`src/rtl/uart_cmd_decoder_pkg.sv`:
```
// Shared constants and TX handshake state encoding for the UART command decoder.
// Command bytes are matched case-insensitively by forcing the ASCII lower-case bit.
package uart_cmd_decoder_pkg;

   localparam logic [7:0] CMD_RUN_DEF   = 8'h52;
   localparam logic [7:0] CMD_CLR_DEF   = 8'h43;
   localparam logic [7:0] CMD_STAT_DEF  = 8'h53;

   localparam logic [7:0] REPLY_ONE     = 8'h31;
   localparam logic [7:0] REPLY_ZERO    = 8'h30;
   localparam logic [7:0] REPLY_UNKNOWN = 8'h3F;
   localparam logic [7:0] CHAR_CR       = 8'h0D;
   localparam logic [7:0] CHAR_LF       = 8'h0A;
   localparam logic [7:0] CASE_BIT      = 8'h20;

   typedef enum logic [1:0] {
      TX_IDLE    = 2'd0,
      TX_START   = 2'd1,
      TX_WAIT_HI = 2'd2,
      TX_WAIT_LO = 2'd3
   } tx_state_t;

   function automatic logic cmd_match(input logic [7:0] rx_byte, input logic [7:0] cmd);
      return (rx_byte | CASE_BIT) == (cmd | CASE_BIT);
   endfunction

endpackage

```
`src/rtl/cmd_reply_fifo.sv`:
```
// Synchronous reply FIFO, 8 bits wide. Pointers carry one extra wrap bit to tell full from empty.
// A push while full is accepted when a pop happens in the same cycle.
module cmd_reply_fifo #(
   parameter int DEPTH = 4
) (
   input  logic       clk,
   input  logic       rst,
   input  logic       push,
   input  logic [7:0] push_data,
   input  logic       pop,
   output logic [7:0] pop_data,
   output logic       full,
   output logic       empty
);

   localparam int AW = $clog2(DEPTH);
   localparam logic [AW:0] PTR_ONE = {{AW{1'b0}}, 1'b1};

   logic [7:0]  mem [DEPTH];
   logic [AW:0] wr_ptr;
   logic [AW:0] rd_ptr;
   logic        push_ok;
   logic        pop_ok;

   assign empty    = (wr_ptr == rd_ptr);
   assign full     = (wr_ptr[AW] != rd_ptr[AW]) && (wr_ptr[AW-1:0] == rd_ptr[AW-1:0]);
   assign pop_ok   = pop && !empty;
   assign push_ok  = push && (!full || pop_ok);
   assign pop_data = mem[rd_ptr[AW-1:0]];

   always_ff @(posedge clk or posedge rst) begin
      if (rst) begin
         wr_ptr <= '0;
         rd_ptr <= '0;
      end else begin
         if (push_ok) wr_ptr <= wr_ptr + PTR_ONE;
         if (pop_ok)  rd_ptr <= rd_ptr + PTR_ONE;
      end
   end

   // Storage is not reset; the pointers alone define which entries are valid.
   always_ff @(posedge clk) begin
      if (push_ok) mem[wr_ptr[AW-1:0]] <= push_data;
   end

endmodule

```
`src/rtl/uart_cmd_decoder.sv`:
```
// Decodes UART command bytes into stopwatch control pulses and queues a one-byte reply per
// command, handing replies to the UART transmitter over a start/busy handshake.
module uart_cmd_decoder
   import uart_cmd_decoder_pkg::*;
#(
   parameter bit         ACK_EN     = 1'b1,
   parameter int         FIFO_DEPTH = 4,
   parameter logic [7:0] CMD_RUN    = CMD_RUN_DEF,
   parameter logic [7:0] CMD_CLR    = CMD_CLR_DEF,
   parameter logic [7:0] CMD_STAT   = CMD_STAT_DEF
) (
   input  logic       clk,
   input  logic       rst,
   input  logic [7:0] i_rx_data,
   input  logic       i_rx_done,
   input  logic       i_run_state,
   output logic       o_runstop,
   output logic       o_clear,
   output logic       o_err,
   output logic       o_overrun,
   output logic [7:0] o_tx_data,
   output logic       o_tx_start,
   input  logic       i_tx_busy
);

   tx_state_t  state_q;
   tx_state_t  state_d;
   logic       is_run;
   logic       is_clr;
   logic       is_err;
   logic       reply_valid;
   logic [7:0] reply_byte;
   logic       push;
   logic       pop;
   logic       fifo_full;
   logic       fifo_empty;
   logic [7:0] fifo_rd_data;
   logic       tx_start_c;

   // CR/LF are screened on the raw byte before any case folding.
   always_comb begin
      is_run      = 1'b0;
      is_clr      = 1'b0;
      is_err      = 1'b0;
      reply_valid = 1'b0;
      reply_byte  = 8'h00;
      if (i_rx_done && i_rx_data != CHAR_CR && i_rx_data != CHAR_LF) begin
         reply_valid = 1'b1;
         if (cmd_match(i_rx_data, CMD_RUN)) begin
            is_run     = 1'b1;
            reply_byte = CMD_RUN;
         end else if (cmd_match(i_rx_data, CMD_CLR)) begin
            is_clr     = 1'b1;
            reply_byte = CMD_CLR;
         end else if (cmd_match(i_rx_data, CMD_STAT)) begin
            reply_byte = i_run_state ? REPLY_ONE : REPLY_ZERO;
         end else begin
            is_err     = 1'b1;
            reply_byte = REPLY_UNKNOWN;
         end
      end
   end

   assign push = ACK_EN && reply_valid;
   assign pop  = (state_q == TX_IDLE) && !fifo_empty && !i_tx_busy;

   cmd_reply_fifo #(
      .DEPTH (FIFO_DEPTH)
   ) u_fifo (
      .clk       (clk),
      .rst       (rst),
      .push      (push),
      .push_data (reply_byte),
      .pop       (pop),
      .pop_data  (fifo_rd_data),
      .full      (fifo_full),
      .empty     (fifo_empty)
   );

   always_ff @(posedge clk or posedge rst) begin
      if (rst) begin
         o_runstop <= 1'b0;
         o_clear   <= 1'b0;
         o_err     <= 1'b0;
         o_overrun <= 1'b0;
         o_tx_data <= 8'h00;
         state_q   <= TX_IDLE;
      end else begin
         o_runstop <= is_run;
         o_clear   <= is_clr;
         o_err     <= is_err;
         o_overrun <= push && fifo_full && !pop;
         if (pop) o_tx_data <= fifo_rd_data;
         state_q   <= state_d;
      end
   end

   // Waiting for busy to rise and then fall guarantees one start per byte.
   always_comb begin
      state_d    = state_q;
      tx_start_c = 1'b0;
      case (state_q)
         TX_IDLE:    if (pop) state_d = TX_START;
         TX_START: begin
            tx_start_c = 1'b1;
            state_d    = TX_WAIT_HI;
         end
         TX_WAIT_HI: if (i_tx_busy) state_d = TX_WAIT_LO;
         TX_WAIT_LO: if (!i_tx_busy) state_d = TX_IDLE;
         default:    state_d = TX_IDLE;
      endcase
   end

   assign o_tx_start = tx_start_c;

endmodule

```
`config.mk`:
```
export PLATFORM = sky130hd
export DESIGN_NAME = uart_cmd_decoder
export DESIGN_NICKNAME = d
export VERILOG_FILES = /design/src/rtl/uart_cmd_decoder_pkg.sv /design/src/rtl/cmd_reply_fifo.sv /design/src/rtl/uart_cmd_decoder.sv
export SDC_FILE = /design/constraint.sdc
export NUM_CORES = 1
export LEC_CHECK = 0
export ABC_AREA = 1
export CAP_MARGIN = 0
export CORE_MARGIN = 4
export CORE_UTILIZATION = 33
export CTS_BUF_LIST = sky130_fd_sc_hd__clkbuf_16
export DETAILED_ROUTE_END_ITERATION = 10
export DONT_BUFFER_PORTS = 1
export SETUP_SLACK_MARGIN = 0.02
export SYNTH_ARGS = -nofsm -noshare
export SYNTH_HDL_FRONTEND = slang
export SYNTH_SLANG_ARGS = --single-unit
```
`constraint.sdc`:
```
create_clock -name clk -period 2.8 [get_ports clk]
set_input_delay 0.14 -clock clk [delete_from_list [all_inputs] [get_ports clk]]
set_output_delay 0.14 -clock clk [all_outputs]
set_load 0.02 [all_outputs]
```
==> impl_metrics.tcl, run 1 <==
set metrics [dict create \
    status "completed" \
    cp-startpoint "state_q[0]" \
    num_rows 27 \
    rr_startpoint "state_q[0]" \
    routed_wirelength_um 3860 \
    ys_warn_count 0 \
    wl_per_cell_um 14.0 \
    pwr-share-clk 0.246 \
    cpMostUsedCell "nor2_1" \
    clock.fmax_mhz 442 \
    h-tree-depth 2 \
    first_pass_iters 4 \
    grt_pass1_wl_um 6280 \
    overflow 0 \
    clk_pin_slew_ns 0.06 \
    postCtsSetupBuffers 0 \
    drc 0 \
    place.gp.congestion 0.762 \
    cts_sinks 42 \
    grt_pass1_vias 1265 \
    finalMaxSlewViolations 0 \
    p_per_area_nw_per_um2 1060 \
    cp_top_family "simple AND/OR/NAND/NOR gates" \
    initial_core_util 0.347 \
    reg2regPathDepth 8 \
    crit_buf_inv 2 \
    relSlewSlack 0.490 \
    worst_pin_slew_ns 0.764 \
    crit_chain "inv_1 > ha_1 > inv_1 > nor2_1 > nor2_1 > nand3_1 > nand3_2 > nor2_1" \
    p_sw_uw 886 \
    clock_path_buffers 2 \
    final_util 0.386 \
    rsz0062_at_grt "false" \
    gr-usage-all-layers 0.115 \
    avgSynthCellArea_um2 9.88 \
    min_period_ns 2.26 \
    cts_root_buffer "clkbuf_16" \
    ff2ff_setup_slack_ns 0.54 \
    finalNetCount 225 \
    peakVddDrop_mv 0.360 \
    antenna_found_initial 0 \
    switching_share 0.385 \
    total_leakage_power_uw 0.000979 \
    setup_viol 0 \
    io_pins 26 \
    hpwl_um 2860 \
    r2r_end "u_fifo.mem[0][1]" \
    grt_max_degree 19 \
    drtIter0Drc 60 \
    drv_cap 0 \
    combPwrFrac 0.297 \
    finalHoldViolations 0 \
    synthCells 198 \
    fin_crit_sh 0.808 \
    cp.arrival_ns 2.19 \
    worstSetupPathType "reg2reg" \
    io_buffers 0 \
    startpoint_type "register" \
    clk_latency_ns 0.28 \
    required_ns 2.73 \
    yosysUniqueCellTypes 23 \
    dieArea_um2 7220 \
    dieHeight_um 85.0 \
    cts_hold_buf 1 \
    slowest_delay_ns 0.43 \
    core_um2 5640 \
    die_w_um 85.0 \
    vias 1307 \
    cts_tree "yes" \
    vias_per_cell 4.75 \
    syn_to_final_growth_pct 11.3 \
    drtAntennaViolNets 0 \
    setup-tns-final_ns 0 \
    skew_ns 0.00400 \
    path_depth 8 \
    syn-num-nets 221 \
    ys_seq_area_frac 0.599 \
    p_int_uw 1420 \
    critPathMaxFanout 7 \
    slowest_stage "nor2_1" \
    worstHoldPathType "in2reg" \
    end_kind "register" \
    antenna_cells 0 \
    post_cts_resized 0 \
    numCtsBuffers 5 \
    syn_area_um2 1960 \
    cp-endpoint "u_fifo.mem[0][1]" \
    drive_above_1_share 0.0690 \
    pwr-share-seq 0.457 \
    ys_seq_elements 42 \
]
==> routing by layer <==
layer	share of wire	track usage
met1	0.49	0.158
met2	0.42	0.159
met3	0.067	0.0408
met4	0.025	0.0561
met5	0	0
==> kinds of logic after synthesis <==
logic type	synth area share
flops	0.599
buf+inv	0.0550
xor+xnor	0.0134
mux	0.00512
compound gates	0.0601
fa+ha+maj	0.0640
other cells	0.00192
simple gates	0.202
==> registers in the layout (all words and copies together) (netlist names) <==
signal and count:
state_q 2, o_tx_data 6, o_runstop 1, u_fifo.mem 24, u_fifo.rd_ptr 3, o_err 1, o_clear 1, o_overrun 1
u_fifo.wr_ptr 3
==> how the worst min path moves through the flow <==
stage	start	to	slack, ns	cells past startpoint
finish	i_rx_done	u_fifo.wr_ptr[1]	0.02	2
global route	i_rx_done	u_fifo.wr_ptr[2]	0.03	2
CTS	i_rx_done	u_fifo.wr_ptr[1]	0.008	2
detailed placement	rst	o_tx_data[5]	0.22	1
global placement	rst	o_tx_data[5]	0.21	1
floorplan	rst	o_clear	0.08	1
==> cell usage after synthesis (all sizes together) <==
cell type  count  area [µm²]
nor2          28         105
nand2         50         198
mux2i          1        10.0
xor2           2        17.5
a21oi          1        5.00
conb           1        3.75
or2            1        6.26
buf            4        25.0
dfrtp         18         450
ha            10         125
inv           22        82.6
nor3           3        15.0
o21ai         15        75.1
nand4          4        25.0
nand3          7        45.0
edfxtp        24         721
xnor2          1        8.76
o22ai          6        37.5
==> cell type report <==
type	count	area, µm²
flip-flops and latches	42	1170
fillers	559	3460
inverters	22	82.6
multi-input cells	130	677
clock inverters	3	21.3
well taps	72	90.1
repair buffers	1	10.0
clock buffers	5	125
==> layout by cell type (no fill, tap or decap), drive strengths merged <==
master | netlist | final
clkinvlp | 0 | 1
edfxtp | 24 | 24
xnor2 | 1 | 1
mux2i | 1 | 1
xor2 | 2 | 2
or2 | 1 | 1
nor2 | 28 | 28
o21ai | 15 | 15
nand3 | 7 | 7
nand2 | 50 | 50
dlygate4sd3 | 0 | 1
nand4 | 4 | 4
a21oi | 1 | 1
clkinv | 0 | 2
inv | 22 | 22
dfrtp | 18 | 18
o22ai | 6 | 6
nor3 | 3 | 3
conb | 1 | 1
ha | 10 | 10
clkbuf | 0 | 5
==> power groups by stage <==
stage / clock network (µW) / registers [µW] / logic, µW
2_1_floorplan: 0 / 999 / 597
3_3_place_gp: 0 / 1070 / 673
3_5_place_dp: 0 / 1070 / 682
4_1_cts: 584 / 1060 / 689
5_1_grt: 613 / 1080 / 797
6_report: 566 / 1050 / 684
==> through the flow <==
| step | hold WS [ns] | power (µW) | area [µm²] | instances | setup slack [ns] |
|---|---|---|---|---|---|
| after floorplan | 0.0786 | 1600 | 1960 | 198 | 0.912 |
| after global placement | 0.213 | 1740 | 2020 | 266 | 0.670 |
| after detailed placement | 0.221 | 1750 | 2020 | 266 | 0.557 |
| after CTS | 0.00766 | 2330 | 2180 | 275 | 0.535 |
| after global routing | 0.0294 | 2490 | 2180 | 275 | 0.334 |
| final | 0.0183 | 2300 | 2180 | 275 | 0.539 |
(Power assumes the default switching activity.)
==> run 2: changes to the inputs <==
==> constraint.sdc (replaced) <==
create_clock -name clk -period 1.9 [get_ports clk]
set_input_delay 0.095 -clock clk [delete_from_list [all_inputs] [get_ports clk]]
set_output_delay 0.095 -clock clk [all_outputs]
set_load 0.02 [all_outputs]
==> run 2 against run 1 <==
Wire length fell by 2.5%. Clock skew about the same. Global-route usage down 0.42 points. Sequential power grew 45%. Via count up 2.3%. Total power up 54%. Largest cell class unchanged. Largest power group unchanged. Highest routed layer unchanged.
==> impl_metrics.tcl, run 2 (same netlist as run 1, synthesis figures left out) <==
set metrics [dict create \
    numCtsBuffers 5 \
    crit_buf_inv 3 \
    drtAntennaViolNets 0 \
    vias 1337 \
    setup-tns-final_ns 0 \
    setup_viol 0 \
    hpwl_um 2760 \
    wl_per_cell_um 13.2 \
    p_int_uw 2200 \
    rsz0062_at_grt "false" \
    clock_path_buffers 2 \
    slowest_delay_ns 0.40 \
    peakVddDrop_mv 0.477 \
    dieHeight_um 85.0 \
    skew_ns 0.00402 \
    layout_commonest_cell "nand2_1" \
    final_cell_mix "nand2_1, nor2_1, edfxtp_1" \
    overflow 0 \
    gr-usage-all-layers 0.111 \
    syn_to_final_growth_pct 16.4 \
    p_sw_uw 1350 \
    slowest_stage "dfrtp_1" \
    num_rows 27 \
    io_buffers 0 \
    initial_core_util 0.347 \
    antenna_cells 0 \
    largest_reg_flops 24 \
    vias_per_cell 4.69 \
    end_kind "register" \
    grt_pass1_vias 1306 \
    p_per_area_nw_per_um2 1560 \
    crit_chain "inv_1 > ha_1 > inv_1 > nor2_2 > nor2_1 > nand3_2 > nand3_4 > nor2_1 > buf_4" \
    routed_wirelength_um 3760 \
    drc 0 \
    critPathMaxFanout 7 \
    switching_share 0.381 \
    core_um2 5640 \
    min_period_ns 1.75 \
    status "completed" \
    clock.fmax_mhz 572 \
    cts_sinks 42 \
    drv_cap 0 \
    cp.arrival_ns 1.75 \
    cp_top_family "simple AND/OR/NAND/NOR gates" \
    startpoint_type "register" \
    finalNetCount 235 \
    io_pins 26 \
    clk_latency_ns 0.28 \
    die_w_um 85.0 \
    pwr-share-clk 0.247 \
    cts_root_buffer "clkbuf_16" \
    pwr-share-seq 0.429 \
    dieArea_um2 7220 \
    first_pass_iters 4 \
    finalHoldViolations 0 \
    total_leakage_power_uw 0.00104 \
    worst_pin_slew_ns 0.740 \
    place.gp.congestion 0.784 \
    grt_max_degree 19 \
    postCtsSetupBuffers 0 \
    relSlewSlack 0.506 \
    worstSetupPathType "reg2reg" \
    drive_above_1_share 0.117 \
    required_ns 1.90 \
    worstHoldPathType "in2reg" \
    finalMaxSlewViolations 0 \
    cts_tree "yes" \
    drtIter0Drc 66 \
    grt_pass1_wl_um 6270 \
    fin_crit_sh 0.921 \
    antenna_found_initial 0 \
    combPwrFrac 0.324 \
    clk_pin_slew_ns 0.06 \
    h-tree-depth 2 \
    final_util 0.404 \
]
## run 2: tightest hold or removal path, stage by stage
cell,delay [ns]
nand3_4,0.08
nand2_1,0.05
nand2_1,0.05
## run 2: layout make-up
type,count,area (µm²)
sequential,42,1170
fill,530,3360
clock buffer,5,125
multi-input combinational,130,692
timing repair buffer,11,87.6
tap,72,90.1
clock inverter,3,28.8
inverter,22,82.6
## run 2: power groups by stage
stage | Clock (µW) | Sequential, µW | Combinational, µW
floorplan | 0 | 1470 | 880
global placement | 0 | 1540 | 1120
detailed placement | 0 | 1540 | 1140
CTS | 900 | 1530 | 1150
global route | 937 | 1560 | 1360
finish | 876 | 1520 | 1150
## run 2: what timing repair did
item | 4_1_cts | 5_1_grt
gates cloned | 0 | 0
hold buffers | 2 | 0
endpoints found under the setup margin | 8 | 24
pin swaps | 0 | 1
endpoints found under the hold margin | 21 | 0
gates resized for setup | 1 | 2
## run 2: final timing paths
| path | endpoint | cells past startpoint | start | slack [ns] |
|---|---|---|---|---|
| min | u_fifo.wr_ptr[2] | 3 | i_rx_done | 0.03 |
| max in group asynchronous | o_overrun | 2 | rst | 1.05 |
| max reg2reg | u_fifo.mem[2][0] | 9 | state_q[1] | 0.15 |
| min reg2reg | u_fifo.rd_ptr[2] | 2 | u_fifo.rd_ptr[2] | 0.51 |
| max | u_fifo.mem[2][0] | 9 | state_q[1] | 0.15 |
| min in group asynchronous | o_tx_data[5] | 2 | rst | 0.38 |
## run 2: per-stage QoR
| stage | instance area (µm²) | hold WS [ns] | std cells | total power, µW | setup WS (ns) |
|---|---|---|---|---|---|
| 3_3_place_gp | 2090 | 0.170 | 275 | 2660 | 0.0629 |
| 4_1_cts | 2260 | 0.0354 | 285 | 3570 | 0.0729 |
| 6_report | 2280 | 0.0298 | 285 | 3550 | 0.150 |
| 3_5_place_dp | 2090 | 0.180 | 275 | 2670 | 0.0248 |
| 2_1_floorplan | 1960 | 0.0336 | 198 | 2350 | 0.0123 |
| 5_1_grt | 2280 | 0.0440 | 285 | 3850 | 0.0259 |
## run 2: metal layers
layer / global-route usage / wire length (µm) / part of all wire
met5: 0 / 0 / 0
met4: 0.0432 / 73 / 0.019
met3: 0.0398 / 217 / 0.058
met2: 0.153 / 1570 / 0.42
met1: 0.157 / 1900 / 0.51
==> run 3: changes to the inputs <==
==> constraint.sdc (replaced) <==
create_clock -name clk -period 1.9 [get_ports clk]
set_input_delay 0.095 -clock clk [delete_from_list [all_inputs] [get_ports clk]]
set_output_delay 0.095 -clock clk [all_outputs]
set_load 0.05 [all_outputs]
==> run 3 against run 2 <==
First-iteration DRC count decreased by 32%. Worst setup slack better by 0.0076 ns. Final cell count rose by 0.35%. Critical path type unchanged. Critical endpoint is now u_fifo.mem[3][3].
==> impl_metrics.tcl, run 3 (same netlist as run 1, synthesis figures left out) <==
set metrics [dict create \
    worst_pin_slew_ns 0.761 \
    drtIter0Drc 45 \
    drv_cap 0 \
    core_um2 5640 \
    io_buffers 0 \
    p_per_area_nw_per_um2 1640 \
    numCtsBuffers 5 \
    grt_pass1_vias 1303 \
    io_pins 26 \
    dieArea_um2 7220 \
    finalHoldViolations 0 \
    total_leakage_power_uw 0.00103 \
    cp.arrival_ns 1.74 \
    cts_tree "yes" \
    worstHoldPathType "in2reg" \
    syn_to_final_growth_pct 17.0 \
    skew_ns 0.00541 \
    status "completed" \
    stdcell_area_um2 2290 \
    largest_reg_flops 24 \
    num_rows 27 \
    final_util 0.405 \
    min_period_ns 1.74 \
    end_kind "register" \
    vias_per_cell 4.66 \
    drive_above_1_share 0.126 \
    finalNetCount 236 \
    worstSetupPathType "reg2reg" \
    routed_wirelength_um 3830 \
    setup_viol 0 \
    first_pass_iters 4 \
    drtAntennaViolNets 0 \
    gr-usage-all-layers 0.111 \
    required_ns 1.89 \
    antenna_found_initial 0 \
    clk_latency_ns 0.28 \
    initial_core_util 0.347 \
    clk_pin_slew_ns 0.06 \
    drc 0 \
    startpoint_type "register" \
    vias 1334 \
    hpwl_um 2750 \
    cts_sinks 42 \
    setup-tns-final_ns 0 \
    final_cell_mix "nand2_1, nor2_1, edfxtp_1" \
    fin_crit_sh 0.917 \
    place.gp.congestion 0.774 \
    dieHeight_um 85.0 \
    die_w_um 85.0 \
    wl_per_cell_um 13.4 \
    clock.fmax_mhz 574 \
    peakVddDrop_mv 0.597 \
    dp_slack_ns 0.0160 \
    grt_pass1_wl_um 6040 \
    overflow 0 \
    rsz0062_at_grt "false" \
    relSlewSlack 0.492 \
    critPathMaxFanout 7 \
    place_area_um2 2100 \
    fin_ws_ns 0.158 \
    cts_root_buffer "clkbuf_16" \
    layout_commonest_cell "nand2_1" \
    h-tree-depth 2 \
    antenna_cells 0 \
    clock_path_buffers 2 \
    finalMaxSlewViolations 0 \
    p_total_uw 3750 \
    grt_max_degree 19 \
]
run 3: final timing paths:
| kind | startpoint | end | slack, ns | cells past startpoint |
|---|---|---|---|---|
| max | state_q[1] | u_fifo.mem[3][3] | 0.16 | 9 |
| min | i_rx_done | o_runstop | 0.04 | 2 |
| max in group asynchronous | rst | o_overrun | 1.03 | 2 |
| min reg2reg | u_fifo.rd_ptr[2] | u_fifo.rd_ptr[2] | 0.50 | 2 |
| max reg2reg | state_q[1] | u_fifo.mem[3][3] | 0.16 | 9 |
| min in group asynchronous | rst | o_tx_data[6] | 0.39 | 2 |
run 3: layout make-up:
type                       instances  area [µm²]
multi-input combinational        130         699
tap                               72        90.1
timing repair buffer              12        95.1
fill                             546        3350
inverter                          22        82.6
clock inverter                     3        23.8
clock buffer                       5         125
sequential                        42        1170
run 3: critical path: stages (launching register included):
cell and delay, ns:
dfrtp_1 0.41, inv_1 0.11, ha_1 0.17, inv_1 0.07, nor2_4 0.12, nor2_1 0.08, nand3_2 0.09, nand3_4 0.12
nor2_1 0.12, buf_4 0.16
run 3: layer usage:
metal / routed length (µm) / vias to the layer above / GRT usage
li1: - / 675 / -
met1: 1920 / 613 / 0.151
met2: 1610 / 41 / 0.155
met3: 246 / 5 / 0.0515
met4: 51 / 0 / 0.0360
met5: 0 / - / 0
run 3: power breakdown:
part,internal [µW],total [µW],switching (µW)
logic,470,1300,831
registers,1240,1610,371
clock network,490,838,348
total,2200,3750,1550
run 3: timing repair:
action	4_1_cts	5_1_grt
gates resized for setup	1	4
buffers inserted	0	0
pin swaps	0	0
hold endpoints to repair	21	0
hold buffers	2	0
setup endpoints to repair	24	24
run 3: metrics by stage:
stage               hold slack, ns  std cells
global route                0.0436        286
detailed placement           0.176        276
CTS                         0.0373        286
finish                      0.0380        286
global placement             0.165        276
floorplan                   0.0336        198
